`src/rtl/ifft2_stream_pkg.sv`:
```
// Shared types and constants for the inverse radix-2 butterfly stream.
// Holds the FSM state type, the complex sample struct and the saturating clamp.
package ifft_pkg;

  localparam int SAMPLE_W = 16;
  localparam logic signed [SAMPLE_W:0] SAT_MAX = 17'sd32767;
  localparam logic signed [SAMPLE_W:0] SAT_MIN = -17'sd32768;

  typedef enum logic [1:0] {
    S_SUM  = 2'd0,
    S_DIFF = 2'd1,
    OUT_A  = 2'd2,
    OUT_B  = 2'd3
  } state_t;

  typedef struct packed {
    logic [SAMPLE_W-1:0] r;
    logic [SAMPLE_W-1:0] i;
  } cplx_t;

  // Returns {clipped, value} for a 17-bit signed intermediate.
  function automatic logic [SAMPLE_W:0] sat16(input logic signed [SAMPLE_W:0] v);
    logic [SAMPLE_W:0] res;
    if (v > SAT_MAX) begin
      res = {1'b1, 16'h7FFF};
    end else if (v < SAT_MIN) begin
      res = {1'b1, 16'h8000};
    end else begin
      res = {1'b0, v[SAMPLE_W-1:0]};
    end
    return res;
  endfunction

endpackage

```
`src/rtl/ifft2_core.sv`:
```
// Combinational recombine of a sum/diff pair: A = s + d, B = s - d,
// each widened to 17 bits, arithmetically shifted, then clamped to 16 bits.
module ifft2_core
  import ifft_pkg::*;
#(
  parameter int SHIFT = 0
) (
  input  cplx_t       sum,
  input  cplx_t       diff,
  output cplx_t       a,
  output cplx_t       b,
  output logic [3:0]  clip
);

  logic signed [SAMPLE_W:0] ar_s, ai_s, br_s, bi_s;
  logic [SAMPLE_W:0] ar_q, ai_q, br_q, bi_q;

  // Widen, combine, shift.
  always_comb begin
    ar_s = ($signed({sum.r[SAMPLE_W-1], sum.r}) + $signed({diff.r[SAMPLE_W-1], diff.r})) >>> SHIFT;
    ai_s = ($signed({sum.i[SAMPLE_W-1], sum.i}) + $signed({diff.i[SAMPLE_W-1], diff.i})) >>> SHIFT;
    br_s = ($signed({sum.r[SAMPLE_W-1], sum.r}) - $signed({diff.r[SAMPLE_W-1], diff.r})) >>> SHIFT;
    bi_s = ($signed({sum.i[SAMPLE_W-1], sum.i}) - $signed({diff.i[SAMPLE_W-1], diff.i})) >>> SHIFT;
  end

  // Clamp each component and collect the clip flags.
  always_comb begin
    ar_q = sat16(ar_s);
    ai_q = sat16(ai_s);
    br_q = sat16(br_s);
    bi_q = sat16(bi_s);
    a.r  = ar_q[SAMPLE_W-1:0];
    a.i  = ai_q[SAMPLE_W-1:0];
    b.r  = br_q[SAMPLE_W-1:0];
    b.i  = bi_q[SAMPLE_W-1:0];
    clip = {bi_q[SAMPLE_W], br_q[SAMPLE_W], ai_q[SAMPLE_W], ar_q[SAMPLE_W]};
  end

endmodule

```
`src/rtl/ifft2_stream.sv`:
```
// Streaming inverse radix-2 butterfly: takes a sum beat then a diff beat and
// emits the reconstructed pair A then B, with a sticky saturation flag.
module ifft2_stream
  import ifft_pkg::*;
#(
  parameter int SHIFT = 0
) (
  input  logic                clk,
  input  logic                rstn,
  input  logic                in_valid,
  output logic                in_ready,
  input  logic [SAMPLE_W-1:0] in_r,
  input  logic [SAMPLE_W-1:0] in_i,
  output logic                out_valid,
  input  logic                out_ready,
  output logic [SAMPLE_W-1:0] out_r,
  output logic [SAMPLE_W-1:0] out_i,
  output logic                out_last,
  output logic                sat,
  input  logic                sat_clr
);

  state_t     state_r;
  cplx_t      sum_r, diff_r, b_r;
  cplx_t      in_s, core_diff_s, a_s, b_s;
  logic [3:0] clip_s;
  logic       in_ready_r, out_valid_r, out_last_r, sat_r;
  logic [SAMPLE_W-1:0] out_re_r, out_im_r;
  logic       take_sum_s, take_diff_s;

  assign in_s.r = in_r;
  assign in_s.i = in_i;

  // Handshake decode for the two input beats.
  always_comb begin
    take_sum_s  = 1'b0;
    take_diff_s = 1'b0;
    if (in_valid && in_ready_r) begin
      take_sum_s  = (state_r == S_SUM);
      take_diff_s = (state_r == S_DIFF);
    end else begin
      take_sum_s  = 1'b0;
      take_diff_s = 1'b0;
    end
    core_diff_s = take_diff_s ? in_s : diff_r;
  end

  ifft2_core #(.SHIFT(SHIFT)) u_core (
    .sum  (sum_r),
    .diff (core_diff_s),
    .a    (a_s),
    .b    (b_s),
    .clip (clip_s)
  );

  // Pair sequencing and output registers.
  always_ff @(posedge clk or negedge rstn) begin
    if (!rstn) begin
      state_r     <= S_SUM;
      sum_r       <= '0;
      diff_r      <= '0;
      b_r         <= '0;
      in_ready_r  <= 1'b1;
      out_valid_r <= 1'b0;
      out_last_r  <= 1'b0;
      out_re_r    <= 16'h0000;
      out_im_r    <= 16'h0000;
    end else begin
      case (state_r)
        S_SUM: begin
          if (take_sum_s) begin
            sum_r   <= in_s;
            state_r <= S_DIFF;
          end
        end
        S_DIFF: begin
          if (take_diff_s) begin
            diff_r      <= in_s;
            b_r         <= b_s;
            out_re_r    <= a_s.r;
            out_im_r    <= a_s.i;
            out_valid_r <= 1'b1;
            out_last_r  <= 1'b0;
            in_ready_r  <= 1'b0;
            state_r     <= OUT_A;
          end
        end
        OUT_A: begin
          if (out_ready) begin
            out_re_r   <= b_r.r;
            out_im_r   <= b_r.i;
            out_last_r <= 1'b1;
            state_r    <= OUT_B;
          end
        end
        OUT_B: begin
          if (out_ready) begin
            out_valid_r <= 1'b0;
            out_last_r  <= 1'b0;
            in_ready_r  <= 1'b1;
            state_r     <= S_SUM;
          end
        end
        default: begin
          state_r     <= S_SUM;
          in_ready_r  <= 1'b1;
          out_valid_r <= 1'b0;
          out_last_r  <= 1'b0;
        end
      endcase
    end
  end

  // Sticky saturation flag; a new clip event beats a simultaneous clear.
  always_ff @(posedge clk or negedge rstn) begin
    if (!rstn) begin
      sat_r <= 1'b0;
    end else if (take_diff_s && (|clip_s)) begin
      sat_r <= 1'b1;
    end else if (sat_clr) begin
      sat_r <= 1'b0;
    end
  end

  assign in_ready  = in_ready_r;
  assign out_valid = out_valid_r;
  assign out_last  = out_last_r;
  assign out_r     = out_re_r;
  assign out_i     = out_im_r;
  assign sat       = sat_r;

endmodule
```
`config.mk`:
```
export PLATFORM = sky130hd
export DESIGN_NAME = ifft2_stream
export DESIGN_NICKNAME = d
export VERILOG_FILES = /design/src/rtl/ifft2_stream_pkg.sv /design/src/rtl/ifft2_core.sv /design/src/rtl/ifft2_stream.sv
export SDC_FILE = /design/constraint.sdc
export NUM_CORES = 1
export LEC_CHECK = 0
export CORE_MARGIN = 2
export CORE_UTILIZATION = 35
export CTS_BUF_LIST = sky130_fd_sc_hd__clkbuf_4 sky130_fd_sc_hd__clkbuf_8
export DETAILED_ROUTE_END_ITERATION = 10
export GPL_TIMING_DRIVEN = 0
export PLACE_DENSITY = 0.53
export SYNTH_ARGS = -nofsm -noshare
export SYNTH_HDL_FRONTEND = slang
export SYNTH_HIERARCHICAL = 1
export SYNTH_SLANG_ARGS = --single-unit
```
`constraint.sdc`:
```
create_clock -name clk -period 4.5 [get_ports clk]
set_input_delay 1.35 -clock clk [delete_from_list [all_inputs] [get_ports clk]]
set_output_delay 1.35 -clock clk [all_outputs]
set_load 0.005 [all_outputs]
```
-- Yosys cells after proc, flatten, opt, wreduce, memory -nomap -nowiden
Index checks and enable logic that the tools add are counted.
Widths: inputs -> output; s select.
- register bits after elaboration: 134
- bits in latches: 0
- memory bits (writable): 0
- bits in read-only memories: 0
- bits of input ports: 37
- output and inout bits: 36
- logic and storage cells: 77
- memories: 0
- add/sub/neg operators: 4
- $mul: 0
- div/mod/pow operators: 0
- order comparisons: 8
- eq/ne operators: 7
- shifts and indexed selects: 0
- muxes and demuxes: 31
- bitwise gates (word level): 0
- reductions and logical operators: 14
- operators with widths (operator ; count):
    $mux 17 ; 8
    $gt 17x16->1 const B ; 4
    $lt 17x16->1 const B ; 4
    $mux 16 ; 4
    $pmux 16 s2 ; 2
    $add 16x16->17 ; 2
    $sub 16x16->17 ; 2
    $mux 32 ; 1
    $mux 1 ; 8
    $mux 2 ; 4
    $ne 2x2->1 const B ; 4
    $pmux 2 s4 ; 1
    $reduce_and 4->1 ; 2
    $reduce_and 3->1 ; 2
    $reduce_bool 2->1 ; 3
    $eq 2x2->1 const B ; 2
    $pmux 1 s2 ; 2
    $reduce_and 2->1 ; 2
    $reduce_or 4->1 ; 1
    $pmux 1 s3 ; 1
    $reduce_bool 3->1 ; 1
    $eq 2x1->1 const B ; 1
    $logic_and 1x1->1 ; 2
    $logic_not 2->1 ; 1

-- Logic depth before layout (Yosys ltp)
Gate-level depths: netlist of run 1.
- depth in word-level cells: 10
- depth in mapped cells: 21

-- Cells and area by module
The synthesis of run 1 kept the hierarchy.
- by module, submodules not included (module ; times used ; cells an instance ; area an instance (um2)):
    ifft2_stream ; 1 ; 380 ; 5893.2
    ifft2_core ; 1 ; 692 ; 4484.3

-- Worst setup path before layout of run 1
No wires, ideal clock.
- kind: input-to-reg
- from: input in_valid
- to: register out_im_r[5] (netlist: out_i[5])
- setup time: 0.125 ns
- data arrival time: 4.760 ns
- data required time: 4.375 ns
- setup slack: -0.385 ns
- cell stages on the path: 19
- buffers on the path: 4
- cells stage by stage: nand3_2 > buf_4 > buf_4 > mux2_2 > inv_1 > ha_1 > buf_2 > nand2b_1 > a21oi_1 > o21ba_2 > a311oi_1 > a211oi_1 > a21oi_1 > nor2_1 > a31oi_1 > buf_2 > o21ai_0 > mux2_2 > mux2_2
- RTL lines (item ; RTL line ; text):
    start: declaration ; ifft2_stream.sv:10 ; input logic in_valid,
    end signal: assignment ; ifft2_stream.sv:81 ; out_im_r <= a_s.i;
    end signal: assignment ; ifft2_stream.sv:91 ; out_im_r <= b_r.i;
    end: declaration ; ifft2_stream.sv:28 ; logic [SAMPLE_W-1:0] out_re_r, out_im_r;

==> impl_results.md, run 1 <==
* Status: finished, violations left
* Failing checks: negative setup slack
* Clock Pin Slew Worst Setup and Hold Paths at 0.07 ns
* Post-synth EDFFs at 0
* Worst path cell trace: buf_12, nand3_4, buf_12, buf_12, mux2_4, ha_4, inv_2, fa_2, o21bai_4, a21oi_4, o221ai_4, a31oi_4, a211o_4, nor4_4, nor2_4, buf_6, buf_6, maj3_2, a21oi_2, mux2_4, mux2_4
* M1 wire length at 12.63 mm
* Met3 Routed Length at 1.011 mm
* Pwr/cell area at 172.3 mW/mm²
* Mapped Area at 0.01038 mm²
* Initial antenna violation count at 0
* Max transition margin at 49.07%
* Total wire length at 28.59 mm
* Initial Util at 35.30%
* Main synth FF type: dfrtp_1
* Grt total ovfl at 0
* Syn avg cell area at 9.680 µm²
* Final hold violations at 0
* CTS buffer count at 17
* Horiz. Die Dim at 176.2 µm
* H-tree depth at 4
* Number of vias per cell at 5.262
* Max layer used: met4
* Site Rows at 63
* Top-area cell type share of the netlist area at 32.07%
* Wire length on met2 at 14.19 mm
* Hold-fix buffers at CTS at 0
* Placed cell areas at 0.01181 mm²
* Max_cap viols at 0
* # diodes at 0
* CP delay by family, top: compound AO/OA/AOI/OAI gates
* Unrepaired setup endpoints after global routing: yes
* GRT Overall Usage at 18.60%
* Unique masters post-synth at 73
* Design area at 0.01332 mm²
* Clock tree buffer depth at 2
* Hold Crit Class: flop to flop
* Post-layout util at 45.29%
* CP bufs+invs at 6
* Share of layout cells above drive strength 1 at 35.16%
* Setup violators final at 3
* Slew @ Worst Pin at 0.7640 ns
* Critical Path Sink Type: flop
* Worst setup path category: input pin to flop
* Router iterations before antenna repair at 5
* Peak VDD IR at 0.0001502 V
* Ports at 73
* Critical path startpoint category: input pin
* DR WL/cell at 17.72 µm
* Max Slew Vio Count at 0
* Critical Path AT at 4.91 ns
* Via count at 8488
* Vias in the first global route at 8436
* Most frequent cells after synthesis: mux2_2 (191), dfrtp_1 (133), nor2_1 (76)
* Fin crit share at 100.4%
* P&R area growth vs syn at 28.31%
* Post-Synthesis Cells at 1072
* Final WS setup at -0.01620 ns
* Async SR Flop Fraction at 100.0%
* Setup TNS at -0.02181 ns
* CTS tree: yes
* Clock latency on the worst-skew pair at 0.47 ns
* Largest net degree at the start of global routing at 75
* Register bit total from synthesis at 134
* Residual DRC count at 0
* Fillcell total at 2830
* Die Height at 176.2 µm
* Seq/Total Area, Yosys at 32.32%
* Gpl congestion at 0.8837
* CTS sink cnt at 134
* Max incr delay on CP at 0.39 ns
* Critical Path RT at 4.90 ns
* Leak Pwr at 6.248 nW
* DP HPWL at 20.88 mm
* Die ar. at 0.03104 mm²
* Global-route wire length before repair at 45.18 mm
* Syn Nets at 1183
* Achievable Freq at 221.4 MHz
* Nets at 1321
* PortBufs at 72
* CTS root buf: clkbuf_8
* Yosys warns at 6
* Fin crit period at 4.516 ns
* Clock Skew at 0.02012 ns
* Dominant cells by area after synthesis: dfrtp_1 (32%), mux2_2 (21%), ha_1 (8.4%)
* Largest area contributor in the netlist: dfrtp_1
* DR iter-0 viols at 419
* Core footprint at 0.02940 mm²
* Cell with the most instances after synthesis: mux2_2
* Final ANT Viol Nets at 0
* CP max FO at 6
* Slowest-stage cell, CP: nor4_4
[cell families after synthesis]
logic type               share of synthesized area (%)
AO/OA/AOI/OAI                                    17.88
XOR/XNOR                                         3.967
adder cells (fa/ha/maj)                          10.85
buffers and inverters                            5.377
flip-flops                                       32.32
multiplexers                                     21.33
AND/OR/NAND/NOR                                  8.271
[timing repair]
item / CTS / global route
buffers inserted: 22 / 28
cloned: 2 / 2
endpoints found under the hold margin: 0 / 0
pin swaps: 22 / 45
setup endpoints to repair: 65 / 58
gates resized for setup: 48 / 130
[cell usage in the layout, fill, tap and decap left out, types with 6 or more instances in the layout]
cell type,synthesis,routed
mux2_2,191,162
dfrtp_1,133,133
nor2_1,76,69
clkdlybuf4s50_1,0,68
o21ai_0,72,61
inv_1,69,60
ha_1,70,57
a21oi_1,71,52
buf_4,9,49
nand2_1,51,48
xnor2_1,40,39
mux2_4,0,29
o21ai_1,20,23
clkbuf_8,0,18
a21oi_2,1,18
clkbuf_1,28,17
buf_6,2,17
a21o_1,17,17
buf_2,17,11
nand3_1,11,11
ha_4,0,11
o21a_1,12,11
inv_2,2,10
nor2b_1,10,9
maj3_2,8,9
buf_12,0,8
o21ai_2,0,8
a211oi_1,9,7
maj3_1,8,7
a32oi_1,6,6
nor2_2,3,6
a31oi_1,9,6
xor2_1,7,6
[report_power, final]
group	switching, mW	internal, mW
logic	0.0367	0.0326
clock network	0.559	0.463
registers	0.00000000000000000843	1.20
total	0.596	1.70
[state kept, by name (all words and copies together) (netlist names)]
name,cells
b_r,32
out_i,16
out_r,16
sat,1
out_valid,1
out_last,1
state_r,2
diff_r,32
in_ready,1
sum_r,32
[worst reg2reg max path: cells and delay by family, from the launching register on]
family                     cells  cell delay [ns]
and+or+nand+nor                3             0.55
DFF                            1             0.43
buffers and inverters          6             0.76
AOI/OAI and AO/OA              6             1.01
adders and majority gates      4             0.99
muxes                          3             0.51
[cell type report]
type / instances / area, µm² / share of cell area, %
multi-input cells: 808 / 7186 / 53.97
repair buffers: 127 / 1251 / 9.397
flip-flops and latches: 134 / 3354 / 25.19
well taps: 390 / 488.0 / 3.665
clock inverters: 14 / 137.6 / 1.034
plain buffers: 51 / 381.6 / 2.866
inverters: 71 / 269.0 / 2.020
clock buffers: 18 / 247.7 / 1.861
[path summary, 6_finish.rpt]
check                      startpoint         end  slack [ns]  cells past startpoint
setup / recovery             in_valid    out_r[5]       -0.02                     21
hold / removal             diff_r[29]  diff_r[29]        0.51                      1
setup reg to reg           state_r[1]    out_r[5]        0.15                     22
hold reg to reg            diff_r[29]  diff_r[29]        0.51                      1
max in group asynchronous        rstn    in_ready        2.86                      2
min in group asynchronous        rstn  diff_r[26]        0.85                      1
[stage by stage]
step	power, mW	worst slack, ns	hold slack, ns	std cells
2_1_floorplan	1.229	-0.1337	0.4736	1072
3_3_place_gp	1.295	-3.712	0.4810	1534
3_5_place_dp	1.298	-1.839	0.4867	1535
4_1_cts	2.337	-0.03442	0.5068	1589
5_1_grt	2.390	-0.09404	0.5130	1613
6_report	2.295	-0.01620	0.5052	1613
[metal layers]
metal | GRT usage [%] | vias to the layer above
li1 | - | 4115
met1 | 23.44 | 4169
met2 | 31.98 | 169
met3 | 3.187 | 35
met4 | 6.715 | 0
met5 | 0 | -
(Power assumes the default switching activity.)
==> run 2, diff against run 1 <==
--- a/config.mk
+++ b/config.mk
@@ -9,8 +9,8 @@
 export CORE_UTILIZATION = 35
 export CTS_BUF_LIST = sky130_fd_sc_hd__clkbuf_4 sky130_fd_sc_hd__clkbuf_8
 export DETAILED_ROUTE_END_ITERATION = 10
-export GPL_TIMING_DRIVEN = 0
-export PLACE_DENSITY = 0.53
+export DONT_BUFFER_PORTS = 1
+export PLACE_DENSITY = 0.5
 export SYNTH_ARGS = -nofsm -noshare
 export SYNTH_HDL_FRONTEND = slang
 export SYNTH_HIERARCHICAL = 1
==> run 2 against run 1 <==
Net effect: the run now ends clean; clock power about the same; cell count fell by 0.25%; sequential share of layout area up 1.4 points; maximum frequency is 4.1% higher; critical path type unchanged; largest power group unchanged.
==> impl_results.md, run 2 (synthesized netlist as in run 1, its figures left out) <==
* Status: finished clean
* Slowest-stage cell, CP: mux2_2
* Vias in the first global route at 8538
* P&R area growth vs syn at 21.35%
* PortBufs at 0
* Biggest regs: b_r (32), diff_r (32), sum_r (32)
* Initial antenna violation count at 0
* DR iter-0 viols at 272
* Most frequent cells in the layout: mux2_2 (173), buf_4 (165), dfrtp_1 (133)
* Critical Path AT at 4.70 ns
* Unrepaired setup endpoints after global routing: no
* GRT Overall Usage at 18.65%
* Max Slew Vio Count at 0
* Hold path startpoint: diff_r[12]
* Initial Util at 35.30%
* Router iterations before antenna repair at 4
* Pwr/cell area at 175.9 mW/mm²
* Nets at 1317
* Grt total ovfl at 0
* Pre-CTS setup slack at -0.4102 ns
* Critical R2R Launch: state_r[0]
* CTS root buf: clkbuf_8
* Setup violators final at 0
* Fin crit period at 4.339 ns
* Global-route wire length before repair at 45.61 mm
* CTS tree: yes
* Fin crit share at 96.43%
* CTS sink cnt at 134
* DR WL/cell at 17.40 µm
* Final hold violations at 0
* Max_cap viols at 0
* Total power at 2.215 mW
* Total wire length at 28.00 mm
* Ports at 73
* Hold Crit Class: flop to flop
* Final WS setup at 0.1606 ns
* Hold-fix buffers at CTS at 0
* Slew @ Worst Pin at 0.7784 ns
* GR Util met3 at 4.242%
* Die Height at 176.2 µm
* Die ar. at 0.03104 mm²
* Via count at 8284
* Clock Skew at 0.02319 ns
* Fin Hold WS at 0.5046 ns
* Most common cell after layout, fill and taps aside: mux2_2
* Worst path cell trace: nand3_4, buf_12, buf_12, mux2_2, inv_1, ha_1, nand2b_1, a21oi_1, o21ba_2, a311oi_2, a211oi_2, a21oi_2, nor2_1, a31oi_4, clkbuf_16, o21ai_1, mux2_2, mux2_2
* CTS buffer count at 17
* Placed insts at 1573
* Leak Pwr at 6.224 nW
* Site Rows at 63
* Max transition margin at 47.98%
* Max incr delay on CP at 0.36 ns
* Clock tree buffer depth at 2
* DP HPWL at 21.31 mm
* Final ANT Viol Nets at 0
* GRT met1 Usage at 22.76%
* Non-filler cells in the finished layout at 1609
* Share of layout cells above drive strength 1 at 36.92%
* Horiz. Die Dim at 176.2 µm
* # diodes at 0
* Largest net degree at the start of global routing at 135
* Critical Path RT at 4.86 ns
* Met2 GRT Util at 32.37%
* Critical Path Sink Type: flop
* CP max FO at 17
* GR peak layer: met2
* Worst setup path category: input pin to flop
* H-tree depth at 4
* Achievable Freq at 230.4 MHz
* Worst Setup SP: in_valid
* Critical path startpoint category: input pin
* Number of vias per cell at 5.149
* Core footprint at 0.02940 mm²
* Clock Pin Slew Worst Setup and Hold Paths at 0.09 ns
* Gpl congestion at 0.8504
* Residual DRC count at 0
* Peak VDD IR at 0.0001557 V
* Clock latency on the worst-skew pair at 0.48 ns
* CP dominant cell by count: mux2_2
[run 2: path summary, 6_finish.rpt]
check / endpoint / slack [ns] / depth (start not counted)
hold reg to reg: diff_r[12] / 0.50 / 1
max in group asynchronous: in_ready / 3.51 / 0
hold / removal: diff_r[12] / 0.50 / 1
setup / recovery: out_i[13] / 0.16 / 18
setup reg to reg: out_i[13] / 0.34 / 19
min in group asynchronous: diff_r[27] / 0.57 / 0
[run 2: timing repair]
item                       4_1_cts  5_1_grt
setup endpoints to repair        0       24
gates resized for setup          0        8
setup buffers                    0        3
[run 2: worst max-delay path: cells and delay by family]
family	cells	cell delay, ns
muxes	3	0.89
AOI/OAI and AO/OA	7	1.30
and+or+nand+nor	3	0.34
adders and majority gates	1	0.23
buffers and inverters	4	0.61
[run 2: cell type report]
| class | instances | area [µm²] |
|---|---|---|
| Inverter | 71 | 266.5 |
| Sequential cell | 134 | 3354 |
| Timing Repair Buffer | 174 | 1424 |
| Tap cell | 390 | 488.0 |
| Clock inverter | 15 | 151.4 |
| Multi-Input combinational cell | 808 | 6675 |
| Fill cell | 2868 | 16810 |
| Clock buffer | 17 | 234.0 |
[run 2: metrics by stage]
stage                     utilization (%)  TNS [ns]  area, µm²
after floorplan                         -    -3.039      10570
after global placement              41.21    -17.11      12120
after detailed placement            41.21    -17.73      12120
after CTS                           42.52         0      12500
after global routing                42.83         0      12590
final                               42.83         0      12590
[run 2: where the power goes]
group / leakage [nW] / switching [mW] / total [mW] / internal (mW)
registers: 1.86 / 0.0000000000000000153 / 1.20 / 1.20
logic: 4.17 / 0.0000856 / 0.00146 / 0.00137
clock network: 0.190 / 0.598 / 1.01 / 0.413
total: 6.22 / 0.598 / 2.22 / 1.62
[run 2: routing by layer]
metal  wire, µm  part of all wire (%)  up-vias
li1           -                     -     4110
met1      12310                    44     4026
met2      13790                    49      113
met3       1175                   4.2       35
met4        713                   2.5        0
met5          0                     0        -
==> run 3, diff against run 2 <==
--- a/config.mk
+++ b/config.mk
@@ -5,7 +5,6 @@
 export SDC_FILE = /design/constraint.sdc
 export NUM_CORES = 1
 export LEC_CHECK = 0
-export CORE_MARGIN = 2
 export CORE_UTILIZATION = 35
 export CTS_BUF_LIST = sky130_fd_sc_hd__clkbuf_4 sky130_fd_sc_hd__clkbuf_8
 export DETAILED_ROUTE_END_ITERATION = 10
==> run 3 against run 2 <==
Net effect: first-iteration DRC count rose by 17%; cell count fell by 0.25%; clock skew shrank 0.0094 ns; power up 6.1%; wire length down 0.46%; clock power rose by 14%; maximum frequency increased by 0.28%.
==> impl_results.md, run 3 (synthesized netlist as in run 1, its figures left out) <==
* # diodes at 0
* Fin Hold WS at 0.5034 ns
* Critical Path AT at 4.69 ns
* Most common cell after layout, fill and taps aside: mux2_2
* CP delay by family, top: compound AO/OA/AOI/OAI gates
* H-tree depth at 4
* Setup violators final at 0
* Max_cap viols at 0
* Max transition margin at 25.66%
* CP max FO at 7
* Nets at 1319
* Flop2flop setup slack at 0.28 ns
* CP bufs+invs at 2
* Max Slew Vio Count at 0
* Achievable Freq at 231.1 MHz
* Ports at 73
* Global-route wire length before repair at 45.15 mm
* Final WS setup at 0.1727 ns
* Max incr delay on CP at 0.39 ns
* Share of layout cells above drive strength 1 at 37.26%
* DP HPWL at 20.94 mm
* GRT Overall Usage at 18.90%
* CTS buffer count at 17
* Biggest regs: b_r (32), diff_r (32), sum_r (32)
* Clock Pin Slew Worst Setup and Hold Paths at 0.07 ns
* CTS tree: yes
* Slew @ Worst Pin at 1.112 ns
* Site Rows at 62
* Pre-CTS setup slack at -0.4648 ns
* Critical path startpoint category: input pin
* PortBufs at 0
* Hold-fix buffers at CTS at 0
* Most frequent cells in the layout: mux2_2 (173), buf_4 (170), dfrtp_1 (133)
* Die Height at 174.2 µm
* Number of vias per cell at 5.128
* Initial antenna violation count at 0
* Vias in the first global route at 8390
* DR iter-0 viols at 319
* Die ar. at 0.03034 mm²
* Hold Crit Class: flop to flop
* P&R area growth vs syn at 21.68%
* Gpl congestion at 0.9140
* Clock latency on the worst-skew pair at 0.48 ns
* Pwr/cell area at 186.1 mW/mm²
* Peak VDD IR at 0.0002144 V
* Largest net degree at the start of global routing at 135
* Fillcell total at 2850
* Critical Path Sink Type: flop
* Design area at 0.01263 mm²
* Status: finished clean
* Fin crit share at 96.16%
* Grt total ovfl at 0
* CTS sink cnt at 134
* Slowest-stage cell, CP: or3_1
* DR WL/cell at 17.36 µm
* Setup TNS at 0 ns
* Leak Pwr at 6.237 nW
* Fin crit period at 4.327 ns
* Router iterations before antenna repair at 4
* Placed cell areas at 0.01205 mm²
* Critical Path RT at 4.86 ns
* Final ANT Viol Nets at 0
* CTS root buf: clkbuf_8
* Residual DRC count at 0
* Core footprint at 0.02894 mm²
* Total wire length at 27.87 mm
* Initial Util at 35.86%
* Via count at 8230
* Clock tree buffer depth at 2
* Clock Skew at 0.01374 ns
* CP dominant cell by count: mux2_4
* Horiz. Die Dim at 174.2 µm
* Total power at 2.350 mW
* Worst path cell trace: nand3_2, buf_4, mux2_4, ha_4, nor2b_1, o21bai_1, a21oi_2, nor4_1, buf_4, o311ai_2, a221o_1, a21oi_1, nor2_1, or3_1, mux2_4, mux2_4
* Final hold violations at 0
* Worst setup path category: input pin to flop
[run 3: cell count changes in the layout (fill, tap and decap cells not counted), moves of 3 or more]
cell / change
inv_6: -7
buf_4: +5
bufinv_16: +4
inv_8: -3
buf_12: -5
[run 3: worst paths after layout]
path,startpoint,end,depth (start not counted)
max,in_valid,out_r[13],16
min,diff_r[9],diff_r[9],1
max reg2reg,state_r[1],out_r[13],18
min reg2reg,diff_r[9],diff_r[9],1
max in group asynchronous,rstn,in_ready,0
min in group asynchronous,rstn,diff_r[27],0
[run 3: where the power goes]
group / internal (mW) / switching, mW / leakage [nW]
logic: 0.00137 / 0.0000704 / 4.16
registers: 1.20 / 0.0000000000000000142 / 1.86
clock network: 0.629 / 0.516 / 0.212
total: 1.83 / 0.516 / 6.24
[run 3: final cells by class]
type	instances	area (µm²)	share of cell area, %
sequential	134	3354	26.57
timing repair buffer	175	1359	10.76
multi-input combinational	809	6726	53.27
inverter	71	266.5	2.111
clock inverter	12	177.7	1.407
tap	384	480.5	3.805
clock buffer	20	262.8	2.081
[run 3: worst reg2reg max path, delay by kind of cell, from the launching register on]
kind	cells	cell delay (ns)
buf+inv	3	0.51
compound gates	5	1.04
fa+ha+maj	2	0.38
flops	1	0.38
simple gates	5	0.95
mux	3	0.83
[run 3: routing by layer]
metal	track usage [%]	wire length, µm	vias up
li1	-	-	4106
met3	3.850	936	35
met2	32.67	14010	114
met5	0	0	-
met4	6.835	717	0
met1	23.10	12210	3975
[run 3: stage by stage]
step           cells  utilization, %
2_1_floorplan   1072               -
3_3_place_gp    1566           41.65
3_5_place_dp    1566           41.65
4_1_cts         1598           43.17
5_1_grt         1605           43.64
6_report        1605           43.64
[run 3: what timing repair did]
action                     CTS  global route
setup endpoints to repair    0            20
resized for setup            0            14
buffers inserted             0             6
